`src/rtl/bist_delay_line.sv`:
```
// Register pipe that carries read valid, address and expected data
// DEPTH cycles so they line up with the SRAM read data.
module bist_delay_line #(
  parameter int DEPTH = 1,
  parameter int AW    = 5,
  parameter int DW    = 8
) (
  input  logic          clk,
  input  logic          rst_n,
  input  logic          clr,
  input  logic          in_valid,
  input  logic [AW-1:0] in_addr,
  input  logic [DW-1:0] in_data,
  output logic          out_valid,
  output logic [AW-1:0] out_addr,
  output logic [DW-1:0] out_data
);

  logic [DEPTH-1:0]         vld_q, vld_d;
  logic [DEPTH-1:0][AW-1:0] addr_q, addr_d;
  logic [DEPTH-1:0][DW-1:0] data_q, data_d;

  // Shift the pipe by one stage, or empty it on clear.
  always_comb begin
    vld_d  = vld_q;
    addr_d = addr_q;
    data_d = data_q;
    if (clr) begin
      vld_d  = '0;
      addr_d = '0;
      data_d = '0;
    end else begin
      vld_d[0]  = in_valid;
      addr_d[0] = in_addr;
      data_d[0] = in_data;
      for (int i = 1; i < DEPTH; i++) begin
        vld_d[i]  = vld_q[i-1];
        addr_d[i] = addr_q[i-1];
        data_d[i] = data_q[i-1];
      end
    end
  end

  // Pipe registers.
  always_ff @(posedge clk or negedge rst_n) begin
    if (!rst_n) begin
      vld_q  <= '0;
      addr_q <= '0;
      data_q <= '0;
    end else begin
      vld_q  <= vld_d;
      addr_q <= addr_d;
      data_q <= data_d;
    end
  end

  assign out_valid = vld_q[DEPTH-1];
  assign out_addr  = addr_q[DEPTH-1];
  assign out_data  = data_q[DEPTH-1];

endmodule

```
`config.mk`:
```
export PLATFORM = sky130hd
export DESIGN_NAME = bist_delay_line
export DESIGN_NICKNAME = d
export VERILOG_FILES = /design/src/rtl/bist_delay_line.sv
export SDC_FILE = /design/constraint.sdc
export NUM_CORES = 1
export LEC_CHECK = 0
export BUFFER_PORTS_ARGS = -buffer_cell sky130_fd_sc_hd__buf_2
export CAP_MARGIN = 15
export CORE_AREA = 8 8 45 47
export CTS_CLUSTER_DIAMETER = 40
export DETAILED_ROUTE_END_ITERATION = 10
export DIE_AREA = 0 0 53 55
export PLACE_DENSITY = 0.82
export REMOVE_ABC_BUFFERS = 1
export SETUP_SLACK_MARGIN = 0.3
export SYNTH_ARGS = -nofsm -noshare
export SYNTH_HDL_FRONTEND = slang
export SYNTH_SLANG_ARGS = --single-unit
```
`constraint.sdc`:
```
create_clock -name clk -period 0.8 [get_ports clk]
set_input_delay 0 -clock clk [delete_from_list [all_inputs] [get_ports clk]]
set_output_delay 0 -clock clk [all_outputs]
set_load 0.02 [all_outputs]
```
; ---- Yosys cells after proc, flatten, opt, wreduce, memory -nomap -nowiden
; Index checks and enable logic that the tools add are counted.
[op_classes]
mux = 3
[ops]
columns = operator, count
row1 = $mux 8, 1
row2 = $mux 5, 1
row3 = $mux 1, 1
[totals]
regBits = 14
out_inout_bits = 14
inputBits = 17
wordCells = 6

; ---- Logic depth before layout (Yosys ltp)
; Gate-level depths: netlist (run 1).
[logic_depth]
depth_word = 1
depth_mapped = 2
ltp_nobuf = 1

; ---- Least setup slack after synthesis (run 1)
; No wires, ideal clock.
[synth_path]
path_type = register to output
start = register addr_q (netlist bit out_addr[0])
end = output out_addr[0]
path_buffers = 0
arrival_ns = 0.416
path_slack_ns = 0.384
stages_incl_launch_ff = 1
required_time_ns = 0.800
path_cell_list = dfrtp_1
[synth_rtl]
columns = element, line
row1 = "start, declared", 20  ; logic [DEPTH-1:0][AW-1:0] addr_q, addr_d;
row2 = "start signal, assigned", 52  ; addr_q <= addr_d;
row3 = "end, declared", 15  ; output logic [AW-1:0] out_addr,
; No word-level cell between the ends.

; ---- Worst setup path after layout (run 1)
[layout_path]
start = register data_q (netlist bit out_data[1])
end = output out_data[1]
[layout_rtl]
columns = element, line
row1 = "start, declared", 21  ; logic [DEPTH-1:0][DW-1:0] data_q, data_d;
row2 = "start signal, assigned", 53  ; data_q <= data_d;
row3 = "end, declared", 16  ; output logic [DW-1:0] out_data
; No word-level cell between the ends.

==> results of run 1 <==
[cell usage after synthesis (all sizes together)]
| cell | n | area [µm²] |
|---|---|---|
| and2b | 3 | 22.5 |
| buf | 1 | 11.3 |
| dfrtp | 14 | 350 |
| nor2b | 11 | 93.8 |
[through the flow]
stage          cell area, µm²  hold WS, ps  setup slack [ps]  total power [mW]
6_report                  786        -64.6              13.2              1.48
5_1_grt                   786        -77.4             -33.9              1.57
4_1_cts                   786        -74.9             -6.46              1.51
3_5_place_dp              652        -93.3               263             0.959
3_3_place_gp              652         -100               285             0.951
2_1_floorplan             467         -296               384             0.847
[layout make-up]
type,instances,area share [%]
Sequential cell,14,44.6
Timing Repair Buffer,33,33.4
Multi-Input combinational cell,14,14.8
Clock buffer,4,4.62
Tap cell,16,2.55
[layout by cell type, fill, tap and decap left out]
cell           count
clkbuf_8           1
dfrtp_1           14
buf_4              2
buf_2             16
nor2b_1            1
buf_6             14
dlygate4sd3_1      1
and2b_1            3
clkbuf_4           3
nor2b_2           10
[metal layers]
layer,part of all wire [%],GRT usage (%),vias to the layer above
met3,10,2.67,2
met2,58,15.6,17
li1,-,-,160
met5,0,0,-
met1,29,6.49,157
met4,2.5,9.05,0
[worst min path at each step]
| stage | end | slack (ps) | cells past startpoint |
|---|---|---|---|
| finish | out_data[5] | -60 | 2 |
| global route | out_addr[0] | -80 | 2 |
| CTS | out_data[5] | -70 | 2 |
| detailed placement | out_data[0] | -90 | 1 |
| global placement | out_valid | -100 | 1 |
| floorplan | out_addr[0] | -300 | 0 |
[sequential cells by signal, indices dropped and copies added, names as in the netlist]
name       cells
out_addr       5
out_valid      1
out_data       8
[power by group through the flow]
| stage | registers, mW | logic (mW) | clock network [mW] |
|---|---|---|---|
| floorplan | 0.814 | 0.0330 | 0 |
| global placement | 0.763 | 0.188 | 0 |
| detailed placement | 0.765 | 0.194 | 0 |
| CTS | 0.760 | 0.240 | 0.509 |
| global route | 0.763 | 0.254 | 0.554 |
| finish | 0.760 | 0.235 | 0.486 |
[repair_timing]
action / CTS / global route
endpoints found under the hold margin: 28 / 14
gates cloned: 0 / 0
gates resized for setup: 28 / 0
endpoints found under the setup margin: 14 / 14
pin swaps: 0 / 0
[cell families after synthesis]
logic type	count (synthesis)	synth area share, %
buf+inv	1	2.36
flops	14	73.3
simple gates	14	24.3
==> flow_summary.yaml, run 1 <==
outcome:
  outcome: "complete, but fails checks"
  violations: "hold timing"
detailed_routing:
  drt_pass1_iterations: 1
  wl_um: 1100
  drc: 0
  ant_nets: 0
  drtIter0Drc: 0
  wl_per_cell_um: 13.6
  viasPerCell: 4.15
  vias: 336
sta:
  setup_viol: 0
  min_period_ps: 787
  fin_tns_setup_ps: 0
  max_slew_margin_pct: 79.9
  fmax_ghz: 1.27
  fin_crit_sh_pct: 98.4
  grt_setup_unrepaired: "true"
  slew_viol_final: 0
  holdWs_ps: -64.6
  worstMarginPinSlew_ps: 301
  finalHoldViolations: 14
setup_path:
  crit_buf_inv: 1
  critical_path_class: "reg -> out"
  startpoint_type: "register"
  crit_slowest_cell: "dfrtp_1"
  critPathCapture: "out_data[1]"
  worstSetupStartpoint: "out_data[1]"
  max_stage_delay_ps: 390
  cp_top_family: "flip-flops"
  cp.required_ps: 800
  end_kind: "primary output"
  worstPathMaxFanout: 1
  arrival_ps: 790
  cp_cell_sequence: "buf_6"
  crit_cells: 1
floorplanning:
  die_area_um2: 2920
  initial_core_util_pct: 34.5
  die_x_um: 53
  coreArea_um2: 1380
  die_h_um: 55
  ioPinCount: 31
  rows: 14
power:
  switching_share_pct: 22.4
  power_density_nw_per_um2: 1880
  leakage_nw: 0.414
  peakVddDrop_mv: 1.11
  intPower_mw: 1.15
  power.share.sequential_pct: 51.3
  p_clk_share_pct: 32.8
  p_sw_mw: 0.332
  p_comb_share_pct: 15.9
final_layout:
  nets: 83
  antenna_cells: 0
  fin_cells: 81
  regArea_um2: 350
  fillers: 114
  area_delta_synth_final_pct: 64.4
  layout-drive-gt1-share_pct: 70.8
  fin_util_pct: 56.8
  multiInputGateArea_um2: 116
clock_tree:
  cts_tree: "done"
  h-tree-depth: 1
  cts.sinks: 14
  clockBufferDepth: 2
  post_cts_buffers: 0
  clk_pin_slew_worst_paths_ps: 80
  hold_buffers: 1
  cts_buffers: 3
  root_buffer: "clkbuf_4"
place:
  post-place-cells: 76
  routabilityCongestion: 0.619
  portBuffers: 30
global_routing:
  grt_pass1_wl_um: 1690
  grt.total_usage_pct: 8.43
  overflow: 0
  grt_start_max_net_pins: 15
  antenna_found_initial: 0
  grt_pass1_vias: 398
synthesis:
  ys_seq_area_share_pct: 73.3
  ys_seq_elements: 14
  ys_types: 5
  synthCells: 29
  syn_area_per_cell_um2: 16.5
  yosysWarnings: 0
  syn_area_um2: 478
flow_run:
  drv_cap: 0
hold_path:
  hold_start: "in_data[5]"
  hold_path.class: "in -> reg"
Power figures use the tool's default switching activity.
==> run 2: changes to the inputs <==
Settings changed: PLACE_DENSITY 0.82 to 0.81.
==> flow_summary.yaml, run 2 (synthesis results as in run 1) <==
final_layout:
  largest_reg_flops: 8
  final_area_um2: 778
  layout-drive-gt1-share_pct: 70.3
  area_delta_synth_final_pct: 62.8
  final_common_cell: "buf_2"
  fin_cells: 80
  fillers: 130
  mostFrequentLayoutCells: "16 x buf_2, 14 x dfrtp_1, 14 x buf_6"
  nets: 82
  antenna_cells: 0
place:
  post-place-cells: 75
  routabilityCongestion: 0.594
  portBuffers: 30
  dpl.hpwl_um: 860
  dpl_cell_area_um2: 644
global_routing:
  grt.total_usage_pct: 7.26
  grt_pass1_vias: 358
  antenna_found_initial: 0
  grt_pass1_wl_um: 1480
  grt_start_max_net_pins: 15
  overflow: 0
sta:
  min_period_ps: 793
  setup_viol: 0
  max_slew_margin_pct: 79.6
  grt_setup_unrepaired: "true"
  worstMarginPinSlew_ps: 307
  holdWs_ps: -63.4
  slew_viol_final: 0
  fin_crit_sh_pct: 99.1
  finalHoldViolations: 14
  fmax_ghz: 1.26
setup_path:
  cp_cell_sequence: "buf_6"
  cp_top_family: "flip-flops"
  max_stage_delay_ps: 390
  arrival_ps: 790
  crit_buf_inv: 1
  critical_path_class: "reg -> out"
  crit_slowest_cell: "dfrtp_1"
  startpoint_type: "register"
  worstPathMaxFanout: 1
  cp.required_ps: 800
  end_kind: "primary output"
clock_tree:
  clockBufferDepth: 2
  post_cts_buffers: 0
  hold_buffers: 1
  h-tree-depth: 1
  root_buffer: "clkbuf_4"
  clk_pin_slew_worst_paths_ps: 80
  cts_buffers: 3
  cts.sinks: 14
  cts_tree: "done"
detailed_routing:
  drt_pass1_iterations: 2
  wl_um: 1060
  ant_nets: 0
  drc: 0
  vias: 334
  drtIter0Drc: 2
  wl_per_cell_um: 13.2
  viasPerCell: 4.18
outcome:
  violations: "hold timing"
  outcome: "complete, but fails checks"
floorplanning:
  ioPinCount: 31
  rows: 14
  die_area_um2: 2920
  die_x_um: 53
  initial_core_util_pct: 34.5
  die_h_um: 55
  coreArea_um2: 1380
power:
  power_density_nw_per_um2: 1910
  p_clk_share_pct: 33.2
  peakVddDrop_mv: 1.20
  p_sw_mw: 0.337
  p_comb_share_pct: 15.5
  leakage_nw: 0.409
  switching_share_pct: 22.7
  power.share.sequential_pct: 51.2
  intPower_mw: 1.15
flow_run:
  drv_cap: 0
hold_path:
  hold_path.class: "in -> reg"
[run 2: power groups by stage]
stage | clock, mW | sequential, mW | combinational [mW]
2_1_floorplan | 0 | 0.814 | 0.0330
3_3_place_gp | 0 | 0.763 | 0.184
3_5_place_dp | 0 | 0.765 | 0.189
4_1_cts | 0.507 | 0.760 | 0.235
5_1_grt | 0.530 | 0.762 | 0.247
6_report | 0.493 | 0.760 | 0.230
[run 2: worst paths after layout]
| check | depth (start not counted) | slack (ps) | from | end |
|---|---|---|---|---|
| min in group asynchronous | 2 | 150 | rst_n | out_data[0] |
| max in group asynchronous | 2 | 420 | rst_n | out_data[3] |
| hold / removal | 2 | -60 | in_data[5] | out_data[5] |
| setup / recovery | 1 | 7 | out_data[1] | out_data[1] |
[run 2: metrics by stage]
step           hold slack (ps)  worst slack, ps  TNS (ps)  utilization [%]  total power [mW]
3_3_place_gp              -106              262         0             46.6             0.947
5_1_grt                  -78.4            -24.5      -116             56.2              1.54
4_1_cts                  -71.4            -9.68     -14.2             56.2              1.50
3_5_place_dp             -97.0              230         0             46.6             0.954
2_1_floorplan             -296              384         0                -             0.847
6_report                 -63.4             6.83         0             56.2              1.48
[run 2: metal layers]
metal  routed length (µm)  global-route usage, %
met2                  557                   12.1
met3                  113                   1.87
met5                    0                      0
met1                  364                   6.95
met4                   19                   7.76
[run 2: layout make-up]
| class | count | area [µm²] | area share, % |
|---|---|---|---|
| repair buffers | 32 | 255 | 32.8 |
| flip-flops and latches | 14 | 350 | 45.0 |
| multi-input cells | 14 | 116 | 15.0 |
| well taps | 16 | 20.0 | 2.57 |
| clock buffers | 4 | 36.3 | 4.66 |
[run 2: what timing repair did]
item / 4_1_cts / 5_1_grt
cloned: 0 / 0
hold endpoints to repair: 28 / 14
setup endpoints to repair: 14 / 14
resized for setup: 28 / 0
